### config.mk
export PLATFORM = sky130hd
export DESIGN_NAME = wei_line_fetch
export DESIGN_NICKNAME = d
export VERILOG_FILES = /design/src/rtl/wei_line_fetch.sv
export SDC_FILE = /design/constraint.sdc
export NUM_CORES = 1
export LEC_CHECK = 0
export CAP_MARGIN = 20
export CORE_MARGIN = 2
export CORE_UTILIZATION = 51
export DETAILED_ROUTE_END_ITERATION = 10
export MAX_ROUTING_LAYER = met4
export PLACE_DENSITY = 0.8
export SLEW_MARGIN = 30
export SYNTH_ARGS = -nofsm -noshare
export SYNTH_HDL_FRONTEND = slang
export SYNTH_SLANG_ARGS = --single-unit
### constraint.sdc
create_clock -name clk -period 2.1 [get_ports clk]
set_input_delay 0.315 -clock clk [delete_from_list [all_inputs] [get_ports clk]]
set_output_delay 0.315 -clock clk [all_outputs]
set_load 0.1 [all_outputs]
### src/rtl/wei_line_fetch.sv
// Weight line fetcher: serves regfile line requests from SRAM_WEI in BEAT_WORDS-wide beats, zero-pads out-of-range lines.
// Optional WEI_PREFETCH_EN: background fetch of line N+1 into a shadow buffer after delivering line N.
module wei_line_fetch #(
    parameter int DATA_WIDTH = 8,
    parameter int ADDR_WIDTH = 12,
    parameter int WR_NUM     = 8,
    parameter int BEAT_WORDS = 4,
    parameter int SRAM_AW    = 10
) (
    input  logic                             clk,
    input  logic                             rst_n,
    input  logic                             reset,
    input  logic [SRAM_AW-1:0]               cfg_base,
    input  logic [ADDR_WIDTH-1:0]            cfg_num_lines,
    input  logic                             line_rdy,
    input  logic [ADDR_WIDTH-1:0]            line_addr,
    output logic                             line_val,
    output logic [DATA_WIDTH*WR_NUM-1:0]     line_data,
    output logic                             sram_rd_en,
    output logic [SRAM_AW-1:0]               sram_addr,
    input  logic [DATA_WIDTH*BEAT_WORDS-1:0] sram_rd_data,
    output logic                             busy
);
    localparam int BEATS  = WR_NUM / BEAT_WORDS;
    localparam int BW     = (BEATS > 1) ? $clog2(BEATS) : 1;
    localparam int LINE_W = DATA_WIDTH * WR_NUM;
    localparam int BEAT_W = DATA_WIDTH * BEAT_WORDS;
    localparam logic [BW-1:0] LAST_BEAT = BW'(BEATS - 1);

    typedef enum logic [2:0] {
        IDLE, FETCH, DRAIN, DELIVER, PAD
`ifdef WEI_PREFETCH_EN
        , PF_WAIT
`endif
    } state_t;

    state_t                  state, state_nxt;
    logic [ADDR_WIDTH-1:0]   req_addr;
    logic [BW-1:0]           beat;
    logic [BW-1:0]           rd_idx;
    logic                    rd_pend;
    logic [LINE_W-1:0]       line_buf;
    logic [LINE_W-1:0]       asm_next;
    logic [SRAM_AW-1:0]      line_off;
    logic                    load_line;
    logic                    clear_line;

`ifdef WEI_PREFETCH_EN
    logic pf_live;   // prefetch targets req_addr (issuing, in flight or complete)
    logic pf_run;    // background beats still to be issued
    logic pf_valid;  // shadow line complete
    logic pf_hit;
    logic pf_miss;
    logic pf_done;
    logic nxt_line_ok;

    assign pf_hit      = pf_live && (line_addr == req_addr);
    assign pf_miss     = (state == IDLE) && line_rdy && !pf_hit;
    assign pf_done     = pf_valid || (pf_live && rd_pend && (rd_idx == LAST_BEAT));
    assign nxt_line_ok = ((ADDR_WIDTH+1)'(req_addr) + (ADDR_WIDTH+1)'(1)) < (ADDR_WIDTH+1)'(cfg_num_lines);
    assign sram_rd_en  = (state == FETCH) ||
                         (pf_run && (((state == IDLE) && !pf_miss) || (state == PF_WAIT)));
`else
    assign sram_rd_en  = (state == FETCH);
`endif

    assign line_off  = SRAM_AW'(req_addr * BEATS);
    assign sram_addr = sram_rd_en ? (cfg_base + line_off + SRAM_AW'(beat)) : '0;
    assign line_val  = (state == DELIVER) || (state == PAD);
    assign busy      = (state != IDLE);

    // Read data returns one cycle after its strobe; merge it into the line being assembled.
    always_comb begin
        asm_next = line_buf;
        if (rd_pend)
            asm_next[rd_idx*BEAT_W +: BEAT_W] = sram_rd_data;
    end

    always_comb begin
        state_nxt  = state;
        load_line  = 1'b0;
        clear_line = 1'b0;
        case (state)
            IDLE: begin
                if (line_rdy) begin
`ifdef WEI_PREFETCH_EN
                    if (pf_hit) begin
                        if (pf_done) begin
                            state_nxt = DELIVER;
                            load_line = 1'b1;
                        end else begin
                            state_nxt = PF_WAIT;
                        end
                    end else
`endif
                    if (line_addr < cfg_num_lines) begin
                        state_nxt = FETCH;
                    end else begin
                        state_nxt  = PAD;
                        clear_line = 1'b1;
                    end
                end
            end
            FETCH:   if (beat == LAST_BEAT) state_nxt = DRAIN;
            DRAIN: begin
                state_nxt = DELIVER;
                load_line = 1'b1;
            end
            DELIVER: state_nxt = IDLE;
            PAD:     state_nxt = IDLE;
`ifdef WEI_PREFETCH_EN
            PF_WAIT: begin
                if (pf_done) begin
                    state_nxt = DELIVER;
                    load_line = 1'b1;
                end
            end
`endif
            default: state_nxt = IDLE;
        endcase
    end

    always_ff @(posedge clk or negedge rst_n) begin
        if (!rst_n) begin
            state     <= IDLE;
            req_addr  <= '0;
            beat      <= '0;
            rd_idx    <= '0;
            rd_pend   <= 1'b0;
            line_buf  <= '0;
            line_data <= '0;
        end else if (reset) begin
            state     <= IDLE;
            req_addr  <= '0;
            beat      <= '0;
            rd_idx    <= '0;
            rd_pend   <= 1'b0;
            line_buf  <= '0;
            line_data <= '0;
        end else begin
            state    <= state_nxt;
            line_buf <= asm_next;
            rd_pend  <= sram_rd_en;
            rd_idx   <= beat;
            if (sram_rd_en)
                beat <= (beat == LAST_BEAT) ? '0 : beat + 1'b1;
            if ((state == IDLE) && line_rdy)
                req_addr <= line_addr;
            if (load_line)
                line_data <= asm_next;
            else if (clear_line)
                line_data <= '0;
`ifdef WEI_PREFETCH_EN
            // A miss abandons the shadow: drop the pending return and restart the beat count.
            if (pf_miss) begin
                rd_pend <= 1'b0;
                beat    <= '0;
            end
            if ((state == DELIVER) && nxt_line_ok) begin
                req_addr <= req_addr + 1'b1;
                beat     <= '0;
            end
`endif
        end
    end

`ifdef WEI_PREFETCH_EN
    always_ff @(posedge clk or negedge rst_n) begin
        if (!rst_n) begin
            pf_live  <= 1'b0;
            pf_run   <= 1'b0;
            pf_valid <= 1'b0;
        end else if (reset) begin
            pf_live  <= 1'b0;
            pf_run   <= 1'b0;
            pf_valid <= 1'b0;
        end else if (pf_miss || (load_line && (state != DRAIN))) begin
            pf_live  <= 1'b0;
            pf_run   <= 1'b0;
            pf_valid <= 1'b0;
        end else if ((state == DELIVER) && nxt_line_ok) begin
            pf_live  <= 1'b1;
            pf_run   <= 1'b1;
            pf_valid <= 1'b0;
        end else begin
            if (sram_rd_en && (state != FETCH) && (beat == LAST_BEAT))
                pf_run <= 1'b0;
            if (pf_done)
                pf_valid <= 1'b1;
        end
    end
`endif

endmodule

-- Word-level counts from Yosys, hierarchy flattened
Index checks and enable logic that the tools add are counted.
- register bits: 143
- latch bits: 0
- memory bits (writable): 0
- bits in read-only memories: 0
- output and inout bits: 77
- memories: 0
- $add $sub $neg: 4
- multipliers: 0
- divide/modulo/power cells: 0
- order comparisons: 1
- equality and inequality tests: 6
- shift operators: 2
- multiplexer cells: 23
- bitwise operators: 0
- reduce and logical (&&, ||, !) cells: 8
- operators by type and width (operator ; count):
    $mux 64 ; 5
    $bwmux 64 ; 1
    $shift 32x34->64 const A ; 1
    $shiftx 32x34->64 ; 1
    $neg 6->34 ; 1
    $mux 9 ; 2
    $lt 12x12->1 ; 1
    $mux 3 ; 4
    $add 10x1->10 ; 1
    $add 10x10->10 ; 1
    $mux 10 ; 1
    $mux 1 ; 9
    $pmux 3 s3 ; 1
    $eq 3x2->1 const B ; 2
    $reduce_bool 3->1 ; 2
    $reduce_bool 2->1 ; 2
    $eq 3x1->1 const B ; 1
    $eq 3x3->1 const B ; 1
    $logic_not 3->1 ; 1
    $ne 3x2->1 const B ; 1
    $ne 3x3->1 const B ; 1
    $reduce_and 2->1 ; 1
    $add 1x1->1 const B ; 1
    $logic_and 1x1->1 ; 1
    $logic_or 1x1->1 ; 1

-- Depth between registers and ports, before layout
- depth in word-level cells: 7
- mapped depth: 8
- mapped depth without buffers: 8

-- Worst setup path after synthesis
OpenSTA, ideal clock, no wires.
- kind: register to output
- start: reg beat
- end: out sram_addr[8]
- arrival time: 3.472 ns
- data required time: 1.785 ns
- slack: -1.687 ns
- cell stages (with the launch flop): 9
- cells stage by stage: dfrtp_1 -> ha_1 -> inv_1 -> fa_1 -> nor2b_1 -> o2111ai_1 -> nand3_1 -> a21oi_1 -> nor3_1
- cells in the longest elaborated chain, start to end: 2
- ends and longest elaborated chain (element ; line ; RTL):
    from (decl) ; 39 ; logic [BW-1:0] beat;
    from (signal assigned) ; 146 ; beat <= (beat == LAST_BEAT) ? '0 : beat + 1'b1;
    $add 10x1->10 ; 68 ; assign sram_addr = sram_rd_en ? (cfg_base + line_off + SRAM_AW'(beat)) : '0;
    $mux 10 ; 68 ;
    to (decl) ; 20 ; output logic [SRAM_AW-1:0] sram_addr,
Every way passes these cells.

-- Worst setup path in the final report
- start: reg req_addr[0]
- end: out sram_addr[7]
- cells in the longest elaborated chain, start to end: 3
- ends and longest elaborated chain (element ; line ; RTL):
    from (decl) ; 38 ; logic [ADDR_WIDTH-1:0] req_addr;
    from (signal assigned) ; 148 ; req_addr <= line_addr;
    $add 10x10->10 ; 68 ;
    $add 10x1->10 ; 68 ;
    $mux 10 ; 68 ;
Every way passes these cells.

==> impl_table.tex <==
\begin{tabular}{lr}
\hline
Metric & Value \\
\hline
\multicolumn{2}{l}{\textbf{Critical path}} \\
\quad Cell with the biggest individual delay on the critical path & dfrtp\_1 \\
\quad Highest net fanout along the worst path & 3 \\
\quad CP max stage delay & 0.40 ns \\
\quad Worst path required time & 1.78 ns \\
\quad Critical path capture point type & output pin \\
\quad Worst endpoint data arrival time & 2.30 ns \\
\quad Count of buffering cells on the critical path with inverters included & 2 \\
\quad Category of the worst setup path launch point & flip-flop \\
\quad Worst path cell trace & ha\_1 -> a211oi\_2 -> o211ai\_1 -> buf\_4 -> and3\_1 -> nor3\_4 -> buf\_12 \\
\quad Type of the worst setup path & reg -> out \\
\quad Category of cells accounting for the largest share of critical-path delay & compound AO/OA/AOI/OAI gates \\
\multicolumn{2}{l}{\textbf{Timing}} \\
\quad Slew Limit Headroom & 60.0\% \\
\quad Max frequency & 382 MHz \\
\quad Sum of negative setup slack & -3.60 ns \\
\quad Number of hold violations in the final report & 0 \\
\quad Setup repair after global routing missed its margin & true \\
\quad Time the worst path needs with I/O delays and setup & 2.62 ns \\
\quad Worst-case setup margin in the final layout & -0.519 ns \\
\quad Ratio of final minimum period to clock period & 125\% \\
\quad Maximum clock skew at final layout & 0.00722 ns \\
\quad Max-slew violations & 0 \\
\quad Worst Tran Pin Value & 0.598 ns \\
\quad Number of endpoints failing setup at the final stage & 10 \\
\multicolumn{2}{l}{\textbf{CTS}} \\
\quad TritonCTS clock tree & built \\
\quad Number of buffers created by CTS & 17 \\
\quad Depth of the CTS H-tree & 4 \\
\quad Maximum clock path buffer count & 2 \\
\quad Clock latency at the later pin of the worst-skew pair & 0.42 ns \\
\quad Clock slew at the register clock pins of the worst setup and hold paths & 0.06 ns \\
\quad Clock root buffer master & clkbuf\_16 \\
\quad Clock tree sinks & 143 \\
\multicolumn{2}{l}{\textbf{Outcome}} \\
\quad Run status & complete, but fails checks \\
\quad Violations in the final reports & setup timing \\
\multicolumn{2}{l}{\textbf{Logic synthesis}} \\
\quad Most area-consuming cells after synthesis & dfrtp\_1, nand2\_1, o21ai\_2 \\
\quad Syn. warnings & 0 \\
\quad Top cell type's share of synthesized area & 51.7\% \\
\quad Flop and latch count out of synthesis & 143 \\
\quad Proportion of synthesized flip-flops having asynchronous set or reset & 100\% \\
\quad Synth top cells by count & nand2\_1, dfrtp\_1, a21oi\_1, inv\_1, a22oi\_1 \\
\quad Most common cell in the netlist & nand2\_1 \\
\quad Post-synthesis area per instance & 9.43 um\^{}2 \\
\quad Net count after synthesis & 825 \\
\quad Number of distinct library cell variants in the gate-level netlist after synthesis & 42 \\
\quad Post-synthesis instance area & 6920 um\^{}2 \\
\quad Register area share after synthesis & 51.7\% \\
\quad Count of flip-flops with a built-in enable after synthesis & 0 \\
\quad Dominant register cell in the synthesized netlist & dfrtp\_1 \\
\quad Cell taking the most area after synthesis & dfrtp\_1 \\
\quad Cells after Synth & 734 \\
\multicolumn{2}{l}{\textbf{Route}} \\
\quad Post-DR wirelength/cell & 17.2 um \\
\quad Via/cell ratio & 5.54 \\
\quad First-pass detailed-route iteration total & 6 \\
\quad Iteration-0 DRC Markers & 468 \\
\quad \# DRC & 0 \\
\quad Detailed-route wire length & 18.9 mm \\
\quad Residual antenna-violating net count after detailed routing & 0 \\
\quad Total number of vias & 6066 \\
\multicolumn{2}{l}{\textbf{Floorplan}} \\
\quad Core Region & 13200 um\^{}2 \\
\quad Chip width & 121 um \\
\quad Full die area & 14500 um\^{}2 \\
\quad Std cell rows & 42 \\
\quad Initial Util & 52.3\% \\
\quad Ports placed on the boundary & 147 \\
\quad Die outline height & 121 um \\
\multicolumn{2}{l}{\textbf{Global route}} \\
\quad Number of global-route vias before repair & 6247 \\
\quad Maximum number of pins on one net before global-route repair & 65 \\
\quad Number of antenna violations at the first check in global routing & 0 \\
\quad Gr ovfl total & 0 \\
\quad First-pass GRT wire length & 30.7 mm \\
\quad Combined global-route utilization of all metal layers & 27.8\% \\
\multicolumn{2}{l}{\textbf{Power and ir drop}} \\
\quad Post-layout total power & 7.70 mW \\
\quad Worst-case vdd ir drop & 0.574 mV \\
\quad Static leakage & 4.25 nW \\
\quad Power per unit of standard cell area & 792 nW/um\^{}2 \\
\multicolumn{2}{l}{\textbf{Finish}} \\
\quad Antenna cell count & 0 \\
\quad Layout cells sized above 1 & 28.9\% \\
\quad Synthesis-to-layout area growth & 40.5\% \\
\quad Layout Nets & 996 \\
\multicolumn{2}{l}{\textbf{Placed design}} \\
\quad Detailed Place HPWL & 12.5 mm \\
\quad Final estimated routing congestion in global placement & 0.903 \\
\quad Number of I/O port buffers & 146 \\
\multicolumn{2}{l}{\textbf{Run}} \\
\quad Maximum Capacitance Violations & 0 \\
\multicolumn{2}{l}{\textbf{Worst hold path}} \\
\quad Class of the most critical hold timing path & in -> reg \\
\hline
\end{tabular}
where the power goes:
| part | switching (mW) | internal [mW] |
|---|---|---|
| Sequential | 0.0509 | 2.83 |
| Clock | 1.16 | 2.02 |
| Combinational | 0.981 | 0.652 |
| Total | 2.19 | 5.50 |
layout by cell type (no fill, tap or decap), types with 3 or more instances in the layout:
master / instances
nand2_1: 151
dfrtp_1: 141
buf_4: 104
a21oi_1: 80
inv_1: 79
clkdlybuf4s50_1: 67
a22oi_1: 64
o21ai_2: 63
buf_12: 21
clkbuf_16: 17
ha_1: 16
nor2_1: 10
o21ai_1: 8
nor2_4: 6
clkinvlp_4: 4
nand2b_1: 4
nor3_4: 4
nand3_1: 4
ha_4: 4
bufinv_16: 4
nor3_1: 3
a21o_1: 3
inv_6: 3
clkinv_2: 3
buf_6: 3
per-layer routing:
| metal | global-route usage (%) | vias up | wire (um) |
|---|---|---|---|
| met5 | - | - | 0 |
| met4 | 12.1 | 0 | 564 |
| met3 | 4.95 | 46 | 957 |
| met2 | 46.2 | 194 | 9700 |
| met1 | 33.3 | 3018 | 7640 |
| li1 | - | 2808 | - |
cell type report:
class	instances	area (um^2)
Sequential cell	143	3580
Inverter	81	308
Multi-Input combinational cell	464	3040
Clock inverter	13	184
Tap cell	176	220
Timing Repair Buffer	198	1950
Fill cell	965	3520
Clock buffer	19	443
flip-flops by register name, indices dropped and copies added, names as in the netlist:
register and cells:
beat 1, line_buf 64, line_data 64, rd_idx 1, rd_pend 1, req_addr 9, state 3
path summary, 6_finish.rpt:
| check | start | to | slack, ns | cells after the start |
|---|---|---|---|---|
| worst min register to register | line_buf[43] | line_buf[43] | 0.52 | 2 |
| worst max-delay path | req_addr[0] | sram_addr[7] | -0.52 | 7 |
| worst max register to register | rd_pend | line_data[14] | 0.15 | 6 |
| min in group asynchronous | rst_n | line_data[3] | 0.39 | 2 |
| worst min-delay path | reset | beat | 0.16 | 2 |
| max in group asynchronous | rst_n | beat | 1.04 | 3 |
through the flow:
stage	hold slack (ns)	instances	area (um^2)	util, %	setup slack (ns)
6_report	0.160	1094	9720	73.4	-0.519
5_1_grt	0.145	1094	9720	73.4	-0.579
4_1_cts	0.140	1091	9660	72.9	-0.518
3_5_place_dp	0.269	1052	8870	67.0	-0.627
3_3_place_gp	0.262	1052	8870	67.0	-0.454
2_1_floorplan	0.0194	734	7060	-	-0.442
cell families (layout without fill, tap and decap cells):
family | Yosys count | count (layout) | share of synthesized area (%)
AND/OR/NAND/NOR | 206 | 206 | 12.5
XOR/XNOR | 5 | 5 | 0.633
AO/OA/AOI/OAI | 232 | 232 | 23.4
buffers and inverters | 127 | 311 | 7.94
flip-flops | 143 | 143 | 51.7
adder cells (fa/ha/maj) | 21 | 21 | 3.90
repair_timing:
action | in CTS | in global routing
hold buffers | 1 | 0
pin swaps | 15 | 5
setup buffers | 5 | 3
resized for setup | 19 | 9
hold endpoints to repair | 40 | 0
setup endpoints to repair | 11 | 11
gates cloned | 1 | 0
worst register-to-register path: stages (launching register included):
cell and delay, ns:
dfrtp_1 0.39, nor2b_2 0.54, buf_4 0.40, nand2_1 0.10
a21oi_1 0.20, a22oi_1 0.15, o21ai_2 0.09
(Power assumes the default switching activity.)
